## src/rtl/nn_ctrl_pkg.sv

```systemverilog
// Shared state encoding and helpers for the neural-network control blocks.
// NN_CFG_FIELD extracts per-layer field idx of width w from a packed config vector.
`define NN_CFG_FIELD(vec, idx, w) vec[(idx)*(w) +: (w)]

package nn_ctrl_pkg;

  typedef logic [3:0] nn_state_t;

  localparam nn_state_t ST_IDLE       = 4'd0;
  localparam nn_state_t ST_RAM_START  = 4'd1;
  localparam nn_state_t ST_RAM_WAIT   = 4'd2;
  localparam nn_state_t ST_SUM_TRIG   = 4'd3;
  localparam nn_state_t ST_SUM_WAIT   = 4'd4;
  localparam nn_state_t ST_OUT_SCAN   = 4'd5;
  localparam nn_state_t ST_NEXT_LAYER = 4'd6;
  localparam nn_state_t ST_DONE       = 4'd7;
  localparam nn_state_t ST_ERROR      = 4'd8;

  function automatic int nn_clog2(input int value);
    int result;
    int v;
    result = 0;
    v = value - 1;
    while (v > 0) begin
      result++;
      v = v >> 1;
    end
    return result;
  endfunction

endpackage

```

## src/rtl/nn_timeout_counter.sv

```systemverilog
// Wait-state watchdog: counts enabled cycles since the last clear and flags when
// the count reaches TIMEOUT. Holds at the limit rather than wrapping.
module nn_timeout_counter #(
  parameter int TIMEOUT = 255,
  parameter int TMO_W   = 8
) (
  input  logic clk,
  input  logic reset,
  input  logic clr,
  input  logic en,
  output logic expired
);

  localparam logic [TMO_W-1:0] TMO_LIMIT = TMO_W'(TIMEOUT);

  logic [TMO_W-1:0] count_reg;

  always_ff @(posedge clk) begin
    if (reset || clr) begin
      count_reg <= '0;
    end else if (en && !expired) begin
      count_reg <= count_reg + 1'b1;
    end
  end

  assign expired = (count_reg == TMO_LIMIT);

endmodule

```

## src/rtl/nn_layer_sequencer.sv

```systemverilog
// Layer sequencer: per layer runs weight load, summation and a per-neuron output
// scan, with wait-state timeout (sticky error) and synchronous abort. Moore outputs.
module nn_layer_sequencer
  import nn_ctrl_pkg::*;
#(
  parameter int NUM_LAYERS = 3,
  parameter int LAYER_W    = 2,
  parameter int SEL_W      = 3,
  parameter int TIMEOUT    = 255,
  parameter int TMO_W      = 8
) (
  input  logic                        clk,
  input  logic                        reset,
  input  logic                        start,
  input  logic                        abort,
  input  logic [NUM_LAYERS*SEL_W-1:0] cfg_last,
  input  logic                        ram_done,
  input  logic                        sum_done,
  output logic                        ram_start,
  output logic                        sum_trigger,
  output logic [LAYER_W-1:0]          layer,
  output logic                        layer_sel,
  output logic [SEL_W-1:0]            output_sel,
  output logic                        out_valid,
  output logic                        busy,
  output logic                        pass_done,
  output logic                        error
);

  localparam logic [LAYER_W-1:0] LAST_LAYER = LAYER_W'(NUM_LAYERS - 1);

  nn_state_t                   state_reg, state_next;
  logic [LAYER_W-1:0]          layer_reg, layer_next;
  logic [SEL_W-1:0]            sel_reg, sel_next;
  logic [NUM_LAYERS*SEL_W-1:0] cfg_reg, cfg_next;
  logic [SEL_W-1:0]            cfg_arr [NUM_LAYERS];
  logic [SEL_W-1:0]            cur_last;
  logic                        tmo_clr, tmo_en, tmo_expired;
  logic ram_start_next, sum_trigger_next, layer_sel_next, out_valid_next;
  logic busy_next, pass_done_next, error_next;

  genvar gi;
  generate
    for (gi = 0; gi < NUM_LAYERS; gi++) begin : g_cfg
      assign cfg_arr[gi] = `NN_CFG_FIELD(cfg_reg, gi, SEL_W);
    end
  endgenerate

  always_comb begin
    cur_last = cfg_arr[0];
    for (int i = 1; i < NUM_LAYERS; i++) begin
      if (layer_reg == LAYER_W'(i)) cur_last = cfg_arr[i];
    end
  end

  // The counter is cleared in the trigger states so each wait starts from zero.
  assign tmo_clr = (state_reg == ST_RAM_START) || (state_reg == ST_SUM_TRIG);
  assign tmo_en  = (state_reg == ST_RAM_WAIT)  || (state_reg == ST_SUM_WAIT);

  nn_timeout_counter #(
    .TIMEOUT (TIMEOUT),
    .TMO_W   (TMO_W)
  ) u_tmo (
    .clk     (clk),
    .reset   (reset),
    .clr     (tmo_clr),
    .en      (tmo_en),
    .expired (tmo_expired)
  );

  always_ff @(posedge clk) begin
    if (reset) begin
      state_reg   <= ST_IDLE;
      layer_reg   <= '0;
      sel_reg     <= '0;
      cfg_reg     <= '0;
      ram_start   <= 1'b0;
      sum_trigger <= 1'b0;
      layer_sel   <= 1'b0;
      out_valid   <= 1'b0;
      busy        <= 1'b0;
      pass_done   <= 1'b0;
      error       <= 1'b0;
    end else begin
      state_reg   <= state_next;
      layer_reg   <= layer_next;
      sel_reg     <= sel_next;
      cfg_reg     <= cfg_next;
      ram_start   <= ram_start_next;
      sum_trigger <= sum_trigger_next;
      layer_sel   <= layer_sel_next;
      out_valid   <= out_valid_next;
      busy        <= busy_next;
      pass_done   <= pass_done_next;
      error       <= error_next;
    end
  end

  always_comb begin
    state_next = state_reg;
    layer_next = layer_reg;
    sel_next   = sel_reg;
    cfg_next   = cfg_reg;
    case (state_reg)
      ST_IDLE: begin
        if (start) begin
          state_next = ST_RAM_START;
          cfg_next   = cfg_last;
          layer_next = '0;
        end
      end
      ST_RAM_START: state_next = ST_RAM_WAIT;
      ST_RAM_WAIT: begin
        if (ram_done)         state_next = ST_SUM_TRIG;
        else if (tmo_expired) state_next = ST_ERROR;
      end
      ST_SUM_TRIG: state_next = ST_SUM_WAIT;
      ST_SUM_WAIT: begin
        if (sum_done) begin
          state_next = ST_OUT_SCAN;
          sel_next   = '0;
        end else if (tmo_expired) begin
          state_next = ST_ERROR;
        end
      end
      ST_OUT_SCAN: begin
        if (sel_reg == cur_last) begin
          state_next = ST_NEXT_LAYER;
          sel_next   = '0;
        end else begin
          sel_next = sel_reg + 1'b1;
        end
      end
      ST_NEXT_LAYER: begin
        if (layer_reg == LAST_LAYER) begin
          state_next = ST_DONE;
        end else begin
          state_next = ST_RAM_START;
          layer_next = layer_reg + 1'b1;
        end
      end
      ST_DONE: begin
        state_next = ST_IDLE;
        layer_next = '0;
      end
      ST_ERROR: state_next = ST_ERROR;
      default: begin
        state_next = ST_IDLE;
        layer_next = '0;
        sel_next   = '0;
      end
    endcase
    if (abort) begin
      state_next = ST_IDLE;
      layer_next = '0;
      sel_next   = '0;
    end
  end

  // Outputs are decoded from the next state so they register alongside it.
  always_comb begin
    ram_start_next   = (state_next == ST_RAM_START);
    sum_trigger_next = (state_next == ST_SUM_TRIG);
    out_valid_next   = (state_next == ST_OUT_SCAN);
    pass_done_next   = (state_next == ST_DONE);
    error_next       = (state_next == ST_ERROR);
    busy_next        = (state_next != ST_IDLE) && (state_next != ST_ERROR);
    layer_sel_next   = (layer_next != '0);
  end

  assign layer      = layer_reg;
  assign output_sel = sel_reg;

endmodule

```

## config.mk

```make
export PLATFORM = sky130hd
export DESIGN_NAME = nn_layer_sequencer
export DESIGN_NICKNAME = d
export VERILOG_FILES = /design/src/rtl/nn_ctrl_pkg.sv /design/src/rtl/nn_timeout_counter.sv /design/src/rtl/nn_layer_sequencer.sv
export SDC_FILE = /design/constraint.sdc
export NUM_CORES = 1
export LEC_CHECK = 0
export BUFFER_PORTS_ARGS = -buffer_cell sky130_fd_sc_hd__clkbuf_2
export CAP_MARGIN = 10
export CORE_ASPECT_RATIO = 0.7
export CORE_UTILIZATION = 35
export DETAILED_ROUTE_END_ITERATION = 8
export HOLD_SLACK_MARGIN = 0.06
export SLEW_MARGIN = 20
export SYNTH_ARGS = -nofsm -noshare
export SYNTH_HDL_FRONTEND = slang
export SYNTH_SLANG_ARGS = --single-unit
```

## constraint.sdc

```tcl
create_clock -name clk -period 2.7 [get_ports clk]
set_input_delay 0.135 -clock clk [delete_from_list [all_inputs] [get_ports clk]]
set_output_delay 0.135 -clock clk [all_outputs]
set_load 0.03 [all_outputs]
```

### Word level (Yosys, flattened, before mapping)

Index checks and enable logic that the tools add are counted.

* $add $sub $neg: 3
* eq/ne operators: 19
* mux-type cells: 17
* bitwise operators: 1
* reduce and logical (&&, ||, !) cells: 14

Operator list (number)
* $pmux W4 S8: 1
* $eq A4 B3 Y1 const B: 6
* $mux W4: 6
* $mux W3: 5
* $eq A4 B2 Y1 const B: 3
* $pmux W3 S3: 1
* $add A8 B1 Y8 const B: 1
* $eq A4 B1 Y1 const B: 2
* $eq A4 B4 Y1 const B: 2
* $eq A8 B8 Y1 const B: 1
* $reduce_or A7 Y1: 1
* $mux W2: 3
* $pmux W2 S3: 1
* $reduce_or A6 Y1: 1
* $logic_not A4 Y1: 1
* $ne A4 B4 Y1 const B: 1
* $reduce_and A2 Y1: 2
* $reduce_bool A4 Y1: 1
* $add A3 B1 Y3 const B: 1
* $eq A3 B3 Y1: 1
* $logic_or A1 B1 Y1: 3
* $add A2 B1 Y2 const B: 1
* $eq A2 B1 Y1 const B: 1
* $eq A2 B2 Y1 const B: 1
* 6 further kinds: 7

* register bits after elaboration: 33
* input port bits: 15
* word-level logic and storage cells: 66

### Longest topological paths before layout

Gate-level depths: netlist of the first run.

* word-level depth: 9
* mapped depth: 8

### By module

Synthesis of the first run repeated with hierarchy kept, for this count alone.

* cells, all modules: 198
* area, all modules: 1727.9 um^2

By module, submodules not included
* nn_layer_sequencer: times used 1, cells an instance 149, area an instance 1302.5 um^2, sequential area each 500.5 um^2
* nn_timeout_counter: times used 1, cells an instance 49, area an instance 425.4 um^2, sequential area each 160.2 um^2

### Worst setup path after synthesis of the first run

No wires, ideal clock.

* path kind: flip-flop to flip-flop
* start: register layer_reg[1] (netlist: layer[1])
* end: register out_valid
* arrival: 1903 ps
* data required time: 2584 ps
* setup slack: 681 ps
* cell stages (with the launch flop): 8
* buffers on the path: 0
* cells stage by stage: dfxtp_1 > inv_1 > ha_1 > mux2i_1 > a211o_1 > nand4_1 > or3b_1 > and4_1

* cells in the longest elaborated chain, start to end: 8
* elaborated cells between the ends (all ways): 10
* classes of those cells: 4 x eq/ne; 6 x mux

RTL lines
* start, declared: line nn_layer_sequencer.sv:33 `logic [LAYER_W-1:0] layer_reg, layer_next;`
* start signal, assigned: line nn_layer_sequencer.sv:86 `layer_reg <= layer_next;`
* $eq A2 B1 Y1: line nn_layer_sequencer.sv:52 `if (layer_reg == LAYER_W'(i)) cur_last = cfg_arr[i];`
* $mux W3 (2 in a row): line nn_layer_sequencer.sv:52
* $eq A3 B3 Y1: line nn_layer_sequencer.sv:127 `if (sel_reg == cur_last) begin`
* $mux W4: line nn_layer_sequencer.sv:127
* $pmux W4 S8 *: line nn_layer_sequencer.sv:104 `case (state_reg)`
* $mux W4 *: line nn_layer_sequencer.sv:153 `if (abort) begin`
* $eq A4 B3 Y1 *: line nn_layer_sequencer.sv:164 `out_valid_next = (state_next == ST_OUT_SCAN);`
* end signal, assigned: line nn_layer_sequencer.sv:92 `out_valid <= out_valid_next;`
* end, declared: line nn_layer_sequencer.sv:24 `output logic out_valid,`

Every way passes the cells marked *; elsewhere a longest branch is shown, timed or not.
A chain may end at the register's enable or synchronous reset.

### Final worst setup path of the first run

* start: register state_reg[2]
* end: register layer_sel

* cells in the longest elaborated chain, start to end: 5
* elaborated cells between the ends (all ways): 12
* classes of those cells: 7 x eq/ne; 2 x mux; 3 x reduce/logical

RTL lines
* start, declared: line nn_layer_sequencer.sv:32 `nn_state_t state_reg, state_next;`
* start signal, assigned: line nn_layer_sequencer.sv:85 `state_reg <= state_next;`
* $eq A4 B1 Y1 (tied with other cells): line nn_layer_sequencer.sv:104
* $reduce_or A6 Y1 (no line)
* $pmux W2 S3 *: line nn_layer_sequencer.sv:104
* $mux W2 *: line nn_layer_sequencer.sv:153
* $reduce_bool A2 Y1 *: line nn_layer_sequencer.sv:168 `layer_sel_next = (layer_next != '0);`
* end signal, assigned: line nn_layer_sequencer.sv:91 `layer_sel <= layer_sel_next;`
* end, declared: line nn_layer_sequencer.sv:22 `output logic layer_sel,`

Marks and branches as above.

==> out/metrics.yaml, run 1 <==
run_status:
  outcome: "finished with violations"
  violations: "design-rule violations"
final_layout:
  final_cell_mix: "dfxtp_1, clkbuf_2, nor2_1"
  synthToLayoutAreaGrowth_pct: 14.25
  final_core_util: 0.4278
  final_common_cell: "dfxtp_1"
  fin_nets: 232
  largest_register_ff_count: 9
  drive_gt1_frac: 0.1981
  final.fill_count: 468
  diodes: 0
power_and_ir_drop:
  clkPwrFrac: 0.390
  ir_worst_vdd_uv: 203.8
  p_leak_nw: 0.7565
  combPwrFrac: 0.081
  power_frac_seq: 0.529
  p_sw_frac: 0.2364
  p_switching_uw: 227.1
  internal-power_uw: 733.2
  p_per_area_mw_per_mm2: 503.9
timing:
  period_share: 0.7671
  finalHoldViolations: 0
  fin_setup_tns_ns: 0
  fin_skew_ns: 0.002980
  fmax_mhz: 482.8
  slew_viol_final: 0
  slew_headroom: 0.5115
  finalSetupViolCount: 0
  rsz0062_at_grt: "false"
  worstMarginPinSlew_ns: 0.7306
  period_needed_ns: 2.071
floorplan:
  start_util: 0.3744
  rows: 20
  core_mm2: 0.004454
  die_w_um: 84.51
  die_area_mm2: 0.005050
  die_y_um: 59.76
  pin_count: 27
yosys:
  syn_inst: 187
  yosys.area.top_type: "dfxtp_1"
  ys_async_sr_fraction: 0
  synth_area_per_cell_um2: 8.919
  synth_edf_count: 0
  syn_area_mm2: 0.001668
  synth_top_area_frac: 0.3961
  ys_warn_count: 0
  synthTopCellsByArea: "dfxtp_1, mux2i_1, nor2_1"
  synth-main-ff-cell: "dfxtp_1"
  ys_seq_elements: 33
  ys_seq_area_frac: 0.3961
  ys_types: 44
  syn-num-nets: 207
run:
  drv_cap: 0
worst_setup_path:
  start_kind: "flip-flop"
  rr_worst_depth: 5
  critPathMaxFanout: 19
  cp-end-kind: "flip-flop"
  required_ns: 2.87
  cp.arrival_ns: 2.24
  criticalPathCategory: "flip-flop to flip-flop"
placed_design:
  io_buffers: 26
  place_hpwl_um: 2490
  gp_congestion: 0.7931
global_routing:
  overflow: 0
  grt_pass1_vias: 1132
  track_usage: 0.1444
  grt_pass1_wl_um: 5561
  grt_max_degree: 20
  antenna_found_initial: 0
clocking:
  cts_tree: "done"
  path_clk_slew_ns: 0.07
  cts_resized: 0
  cts_made_buffers: 5
  cts_root_buffer: "clkbuf_8"
  post_cts_buffers: 0
  clock_latency_ns: 0.28
  h-tree-depth: 2
  hold_buffers: 0
  clockBufferDepth: 2
  cts.sinks: 33
drt:
  vias: 1365
  drt_iter0_markers: 108
  routed_wl_um: 3389
  first_pass_iters: 6
  drc_errors: 5
  drt-vias-per-instance: 5.112
  wl_per_cell_um: 12.69
  antenna_left: 0
worst_hold_path:
  hold_depth: 3
  hp-class: "primary input to flip-flop"
-- cells by family (layout without fill, tap and decap cells) --
kind of cell,after synthesis,in the layout,synth area share
flops,33,33,0.3961
simple gates,77,77,0.2476
compound gates,34,34,0.1470
fa+ha+maj,5,5,0.03751
buf+inv,17,42,0.05101
mux,14,14,0.08402
xor+xnor,7,7,0.03676
-- through the flow --
step / instance area (µm²) / power, mW / hold WS, ns / instances / setup slack [ns]
floorplan: 1668 / 0.5728 / 0.2789 / 187 / 0.6810
global placement: 1815 / 0.5964 / 0.3710 / 260 / 0.6647
detailed placement: 1815 / 0.5972 / 0.3791 / 260 / 0.6460
CTS: 1906 / 0.9754 / 0.08413 / 267 / 0.6292
global route: 1906 / 1.005 / 0.09051 / 267 / 0.4743
finish: 1906 / 0.9603 / 0.08569 / 267 / 0.6289
-- routing by layer --
metal | wire (µm) | track usage | vias up
met5 | 0 | 0 | -
met4 | 26 | 0.05085 | 0
met3 | 200 | 0.04558 | 4
met2 | 1218 | 0.1789 | 41
met1 | 1944 | 0.2240 | 599
li1 | - | - | 721
-- power groups by stage --
stage / Combinational, mW / Clock [mW] / Sequential (mW)
2_1_floorplan: 0.0545 / 0 / 0.518
3_3_place_gp: 0.0777 / 0 / 0.519
3_5_place_dp: 0.0779 / 0 / 0.519
4_1_cts: 0.0783 / 0.389 / 0.508
5_1_grt: 0.0866 / 0.409 / 0.509
6_report: 0.0778 / 0.374 / 0.508
-- cell type report --
type	instances	area, µm²	area share
multi-input cells	137	922.1	0.4839
inverters	9	33.78	0.01773
clock buffers	6	82.58	0.04334
flip-flops and latches	33	660.6	0.3467
clock inverters	1	7.507	0.003940
repair buffers	26	130.1	0.06829
well taps	55	68.82	0.03611
-- synth_stat cells, types with 2 or more instances --
master	n
nand2b_1	2
nand4_1	7
nor2_1	23
nor3_1	8
or2_1	2
buf_4	5
nor2b_1	4
o211ai_1	2
and4b_1	2
o21ai_1	5
o221ai_2	2
or3b_1	2
mux2i_1	14
buf_2	2
o22ai_1	2
ha_1	5
o21ai_0	5
nand3_1	6
a211o_1	2
dfxtp_1	33
inv_1	9
xnor2_1	5
and4_1	2
nand2_1	11
xor2_1	2
a21oi_1	7
-- critical path: stages, from the launching register on --
cell and delay (ns):
dfxtp_1 0.49, nor2_1 0.22, nand4_1 0.60, nand4_1 0.31
a21oi_1 0.11, or2_1 0.23
-- final timing paths --
path,slack [ns],from,endpoint
hold / removal,0.09,cfg_last[3],cfg_reg[3]$_SDFFE_PP0P_
setup reg to reg,0.63,state_reg[2]$_SDFF_PP0_,layer_sel$_SDFF_PP0_
setup / recovery,0.63,state_reg[2]$_SDFF_PP0_,layer_sel$_SDFF_PP0_
hold reg to reg,0.50,cfg_reg[4]$_SDFFE_PP0P_,cfg_reg[4]$_SDFFE_PP0P_
No activity file was read; power rests on OpenSTA's default activity.
==> run 2, diff against run 1 <==
==> constraint.sdc (replaced) <==
create_clock -name clk -period 2.1 [get_ports clk]
set_input_delay 0.105 -clock clk [delete_from_list [all_inputs] [get_ports clk]]
set_output_delay 0.105 -clock clk [all_outputs]
set_load 0.03 [all_outputs]
==> run 2 against run 1 <==
  * The flow still finishes with violations (design-rule violations)
  * First-iteration DRC count down 44%
  * Core utilization up 3.2 points
  * Critical path depth up 2
  * Clock-buffer cell count up 1
  * Combinational power up 56%
  * Via count up 3.4%
  * Clock skew up 0.0026 ns
  * Cell count up 5.6%
  * Clock power up 28%
  * Sequential power up 29%
  * Design area up 7.4%
  * Global-route usage up 0.93 points
  * Critical endpoint is now out_valid$_SDFF_PP0_
==> out/metrics.yaml, run 2 (same netlist as run 1, synthesis figures left out) <==
run_status:
  outcome: "finished with violations"
  violations: "design-rule violations"
worst_hold_path:
  holdPathEnd: "output_sel[0]$_SDFFE_PP0P_"
  hp-class: "primary input to flip-flop"
  min_from: "abort"
  hold_depth: 3  # unchanged
global_routing:
  grt_pass1_vias: 1235  # +9.1%
  grt_max_degree: 16  # -20%
  grt_pass1_wl_um: 5796  # +4.2%
  antenna_found_initial: 0  # unchanged
  overflow: 0  # unchanged
  track_usage: 0.1537  # +0.009308
clocking:
  h-tree-depth: 2  # unchanged
  post_cts_buffers: 0  # unchanged
  cts_root_buffer: "clkbuf_8"
  clock_latency_ns: 0.28  # about the same
  cts_made_buffers: 5  # unchanged
  path_clk_slew_ns: 0.07  # about the same
  cts.sinks: 33  # unchanged
  clockBufferDepth: 2  # unchanged
  cts_tree: "done"
timing:
  period_needed_ns: 1.992  # -0.07898 ns
  period_share: 0.9486  # +0.1816
  rsz0062_at_grt: "false"
  finalSetupViolCount: 0  # unchanged
  worstMarginPinSlew_ns: 0.5574  # -0.1733 ns
  fin_setup_tns_ns: 0  # unchanged
  slew_headroom: 0.6279  # +0.1164
  finalHoldViolations: 0  # unchanged
  fin_skew_ns: 0.005537  # +0.002557 ns
  setup_ws_ns: 0.1079  # -0.5210 ns
  fmax_mhz: 502.0  # +4.0%
  slew_viol_final: 0  # unchanged
final_layout:
  final.fill_count: 456  # -2.6%
  drive_gt1_frac: 0.2203  # +0.02215
  synthToLayoutAreaGrowth_pct: 22.73
  diodes: 0  # unchanged
  final_cell_mix: "dfxtp_1, clkbuf_2, nor2_1"
  post-route-cell-area_mm2: 0.002047  # +7.4%
  largest_register_ff_count: 9  # unchanged
  final_common_cell: "dfxtp_1"
  fin_nets: 247  # +6.5%
placed_design:
  dpl_cell_area_mm2: 0.001861  # +2.5%
  gp_congestion: 0.7890  # -0.52%
  io_buffers: 26  # unchanged
  place_hpwl_um: 2565  # +3.0%
  place_ws_ns: 0.06423  # -0.5818 ns
power_and_ir_drop:
  p_leak_nw: 0.8268  # +9.3%
  ir_worst_vdd_uv: 318.5  # +56%
  p_per_area_mw_per_mm2: 613.0  # +22%
drt:
  drt-vias-per-instance: 5.007  # -2.1%
  drc_errors: 4  # -1
  wl_per_cell_um: 12.40  # -2.3%
  antenna_left: 0  # unchanged
  first_pass_iters: 6  # unchanged
  vias: 1412  # +3.4%
  drt_iter0_markers: 60  # -44%
  routed_wl_um: 3496  # +3.2%
run:
  drv_cap: 0  # unchanged
floorplan:
  pin_count: 27  # unchanged
  die_area_mm2: 0.005050  # unchanged
  start_util: 0.3744  # unchanged
  die_w_um: 84.51  # unchanged
  core_mm2: 0.004454  # unchanged
  die_y_um: 59.76  # unchanged
  rows: 20  # unchanged
worst_setup_path:
  start_kind: "flip-flop"
  criticalPathCategory: "flip-flop to flip-flop"
  required_ns: 2.28  # -0.59 ns
  rr_worst_depth: 7  # +2
  cp-end-kind: "flip-flop"
  rrSetupSlack_ns: 0.11  # -0.52 ns
  path_cells: "inv_1, ha_2, mux2i_2, a211o_1, nand4_1, or3b_1, and4_1"
  path_buf_inv: 1  # +1
  worst-path-stages: 7  # +2
  critPathMaxFanout: 4  # -15
  max_stage_delay_ns: 0.42  # -0.18 ns
  cp.arrival_ns: 2.17  # -0.07 ns
  cpMaxStageDelayCell: "or3b_1"
  rr_startpoint: "layer[1]$_SDFF_PP0_"
  r2r_end: "out_valid$_SDFF_PP0_"
  crit_family: "simple AND/OR/NAND/NOR gates"
## run 2: changes by cell type in the layout (fill, tap and decap cells not counted), moves of 2 or more
cell / change
mux2i_2: +2
mux2i_1: -2
buf_4: +6
dlygate4sd3_1: +9
## run 2: routing by layer
layer | global-route usage | vias up | wire (µm)
met2 | 0.2044 | 29 | 1310
met1 | 0.2172 | 629 | 1937
met3 | 0.05249 | 6 | 180
met4 | 0.07990 | 0 | 68
li1 | - | 748 | -
met5 | 0 | - | 0
## run 2: what timing repair did
| item | in CTS | in global routing |
|---|---|---|
| hold endpoints to repair | 9 | 0 |
| gates resized for setup | 0 | 3 |
| hold buffers | 9 | 0 |
| setup endpoints to repair | 0 | 5 |
## run 2: how the worst max path moves through the flow
stage                   startpoint                   end
3_3_place_gp   layer[1]$_SDFF_PP0_  out_valid$_SDFF_PP0_
5_1_grt        layer[0]$_SDFF_PP0_  out_valid$_SDFF_PP0_
4_1_cts        layer[1]$_SDFF_PP0_  out_valid$_SDFF_PP0_
2_1_floorplan  layer[1]$_SDFF_PP0_  out_valid$_SDFF_PP0_
3_5_place_dp   layer[1]$_SDFF_PP0_  out_valid$_SDFF_PP0_
6_report       layer[1]$_SDFF_PP0_  out_valid$_SDFF_PP0_
## run 2: final cells by class
class,count,area [µm²],share of cell area
clock buffer,7,86.33,0.04218
inverter,9,33.78,0.01650
multi-input combinational,137,932.1,0.4554
sequential,33,660.6,0.3227
tap,55,68.82,0.03362
timing repair buffer,41,265.3,0.1296
## run 2: through the flow
| stage | util | total power, mW | instances | hold WS [ns] |
|---|---|---|---|---|
| 6_report | 0.4596 | 1.255 | 282 | 0.09402 |
| 5_1_grt | 0.4596 | 1.318 | 282 | 0.1031 |
| 4_1_cts | 0.4573 | 1.270 | 282 | 0.09007 |
| 3_5_place_dp | 0.4177 | 0.7744 | 266 | 0.3451 |
| 3_3_place_gp | 0.4177 | 0.7739 | 266 | 0.3347 |
| 2_1_floorplan | - | 0.7365 | 187 | 0.2489 |
## run 2: tightest hold or removal path, delay by kind of cell
| family | cells | cell delay [ns] |
|---|---|---|
| simple gates | 1 | 0.10 |
| compound gates | 1 | 0.05 |
| buf+inv | 1 | 0.08 |
## run 2: where the power goes
part           switching (mW)  internal (mW)
Clock                   0.220          0.260
Combinational          0.0606         0.0601
Sequential             0.0125          0.642
Total                   0.293          0.962
==> run 3, diff against run 2 <==
--- a/config.mk
+++ b/config.mk
@@ -5,12 +5,14 @@
 export SDC_FILE = /design/constraint.sdc
 export NUM_CORES = 1
 export LEC_CHECK = 0
+export ABC_CLOCK_PERIOD_IN_PS = 2100
 export BUFFER_PORTS_ARGS = -buffer_cell sky130_fd_sc_hd__clkbuf_2
 export CAP_MARGIN = 10
 export CORE_ASPECT_RATIO = 0.7
 export CORE_UTILIZATION = 35
 export DETAILED_ROUTE_END_ITERATION = 8
 export HOLD_SLACK_MARGIN = 0.06
+export PLACE_DENSITY = 0.65
 export SLEW_MARGIN = 20
 export SYNTH_ARGS = -nofsm -noshare
 export SYNTH_HDL_FRONTEND = slang
==> run 3 against run 2 <==
  * Fmax increased by 2.0%
  * Cell count decreased by 0.71%
  * Clock power about the same
  * Non-clock buffer count decreased by 2
  * Critical path type unchanged
  * Routed wire length decreased by 1.6%
  * Sequential cell count unchanged
  * Design area decreased by 0.92%
  * Highest routed layer unchanged
  * Via count increased by 1.6%
  * The run still ends with design-rule violations left
  * Clock skew decreased by 0.0021 ns
==> out/metrics.yaml, run 3 (same netlist as run 1, synthesis figures left out) <==
run_status:
  outcome: "finished with violations"
  violations: "design-rule violations"
timing:
  worstMarginPinSlew_ns: 0.5853  # +0.02789 ns
  period_needed_ns: 1.953  # -0.03929 ns
  slew_viol_final: 0  # unchanged
  fin_setup_tns_ns: 0  # unchanged
  finalSetupViolCount: 0  # unchanged
  fmax_mhz: 512.1  # +2.0%
  rsz0062_at_grt: "false"
  fin_skew_ns: 0.003484  # -0.002053 ns
  period_share: 0.9299  # -0.01871
  finalHoldViolations: 0  # unchanged
  slew_headroom: 0.6093  # -0.01862
final_layout:
  final_common_cell: "dfxtp_1"
  fin_nets: 245  # -0.81%
  synthToLayoutAreaGrowth_pct: 21.61
  final.fill_count: 455  # -0.22%
  final_cell_mix: "dfxtp_1, clkbuf_2, nor2_1"
  diodes: 0  # unchanged
  drive_gt1_frac: 0.2178  # -0.002487
  final_cells: 280  # -0.71%
  largest_register_ff_count: 9  # unchanged
placed_design:
  dp.cells: 265  # -0.38%
  gp_congestion: 0.8399  # +6.5%
  place_hpwl_um: 2525  # -1.6%
  io_buffers: 26  # unchanged
power_and_ir_drop:
  p_sw_frac: 0.2332  # -0.0004613
  power_mw: 1.250  # -0.41%
  combPwrFrac: 0.094  # -0.002
  clkPwrFrac: 0.383  # about the same
  p_switching_uw: 291.5  # -0.61%
  internal-power_uw: 958.2  # -0.35%
  ir_worst_vdd_uv: 302.3  # -5.1%
  p_leak_nw: 0.8153  # -1.4%
  p_per_area_mw_per_mm2: 616.1  # +0.51%
  power_frac_seq: 0.523  # +0.002
worst_setup_path:
  required_ns: 2.28  # about the same
  critPathMaxFanout: 4  # unchanged
  cp-end-kind: "flip-flop"
  cp.arrival_ns: 2.13  # -0.04 ns
  start_kind: "flip-flop"
  criticalPathCategory: "flip-flop to flip-flop"
global_routing:
  overflow: 0  # unchanged
  grt_pass1_vias: 1337  # +8.3%
  antenna_found_initial: 0  # unchanged
  grt_pass1_wl_um: 5927  # +2.3%
  grt_max_degree: 16  # unchanged
  track_usage: 0.1531  # -0.0005869
worst_hold_path:
  hp-class: "primary input to flip-flop"
clocking:
  cts_made_buffers: 5  # unchanged
  cts_tree: "done"
  clockBufferDepth: 2  # unchanged
  path_clk_slew_ns: 0.06  # about the same
  cts.sinks: 33  # unchanged
  cts_root_buffer: "clkbuf_8"
  h-tree-depth: 2  # unchanged
  clock_latency_ns: 0.28  # about the same
  post_cts_buffers: 0  # unchanged
drt:
  vias: 1434  # +1.6%
  drc_errors: 2  # -2
  antenna_left: 0  # unchanged
  first_pass_iters: 6  # unchanged
  wl_per_cell_um: 12.29  # -0.90%
  drt-vias-per-instance: 5.121  # +2.3%
  drt_iter0_markers: 45  # -25%
  routed_wl_um: 3440  # -1.6%
floorplan:
  die_w_um: 84.51  # unchanged
  die_area_mm2: 0.005050  # unchanged
  die_y_um: 59.76  # unchanged
  start_util: 0.3744  # unchanged
  core_mm2: 0.004454  # unchanged
  rows: 20  # unchanged
  pin_count: 27  # unchanged
run:
  drv_cap: 0  # unchanged
==> run 3: layer usage <==
metal / global-route usage / vias to the layer above / part of all wire
li1: - / 743 / -
met5: 0 / - / 0
met2: 0.2346 / 34 / 0.39
met3: 0.05249 / 7 / 0.057
met4: 0.05811 / 0 / 0.013
met1: 0.2015 / 650 / 0.54
==> run 3: final timing paths <==
path,from,depth (start not counted),end,slack (ns)
setup reg to reg,layer[1]$_SDFF_PP0_,7,out_valid$_SDFF_PP0_,0.15
hold / removal,cfg_last[7],3,cfg_reg[7]$_SDFFE_PP0P_,0.08
setup / recovery,layer[1]$_SDFF_PP0_,7,out_valid$_SDFF_PP0_,0.15
hold reg to reg,cfg_reg[4]$_SDFFE_PP0P_,2,cfg_reg[4]$_SDFFE_PP0P_,0.50
==> run 3: through the flow <==
step	setup slack [ns]	utilization	hold WS, ns	cell area (µm²)
2_1_floorplan	0.08102	-	0.2489	1668
4_1_cts	0.09189	0.4534	0.06241	2019
6_report	0.1471	0.4553	0.07736	2028
5_1_grt	0.02660	0.4553	0.1018	2028
3_5_place_dp	0.1065	0.4160	0.3437	1853
3_3_place_gp	0.1707	0.4160	0.3360	1853
==> run 3: power by group through the flow <==
stage                     sequential, mW  clock [mW]  combinational [mW]
after floorplan                    0.666           0              0.0701
after global placement             0.667           0               0.104
after detailed placement           0.667           0               0.105
after CTS                          0.653       0.493               0.117
after global routing               0.655       0.523               0.129
final                              0.654       0.479               0.117
==> run 3: timing repair <==
action | CTS | global route
endpoints found under the hold margin | 8 | 0
endpoints found under the setup margin | 0 | 2
resized for setup | 0 | 3
hold buffers | 8 | 0
==> run 3: cell type report <==
cell class | instances | area [µm²] | share of cell area
Timing Repair Buffer | 39 | 247.7 | 0.1221
Sequential cell | 33 | 660.6 | 0.3257
Inverter | 9 | 33.78 | 0.01666
Tap cell | 55 | 68.82 | 0.03393
Clock buffer | 7 | 86.33 | 0.04257
Multi-Input combinational cell | 137 | 930.9 | 0.4590
==> run 3: critical path, stage by stage (launching register included) <==
cell and delay (ns):
dfxtp_1 0.34, inv_1 0.09, ha_2 0.23, mux2i_1 0.27
a211o_1 0.16, nand4_1 0.14, or3b_1 0.42, and4_1 0.20
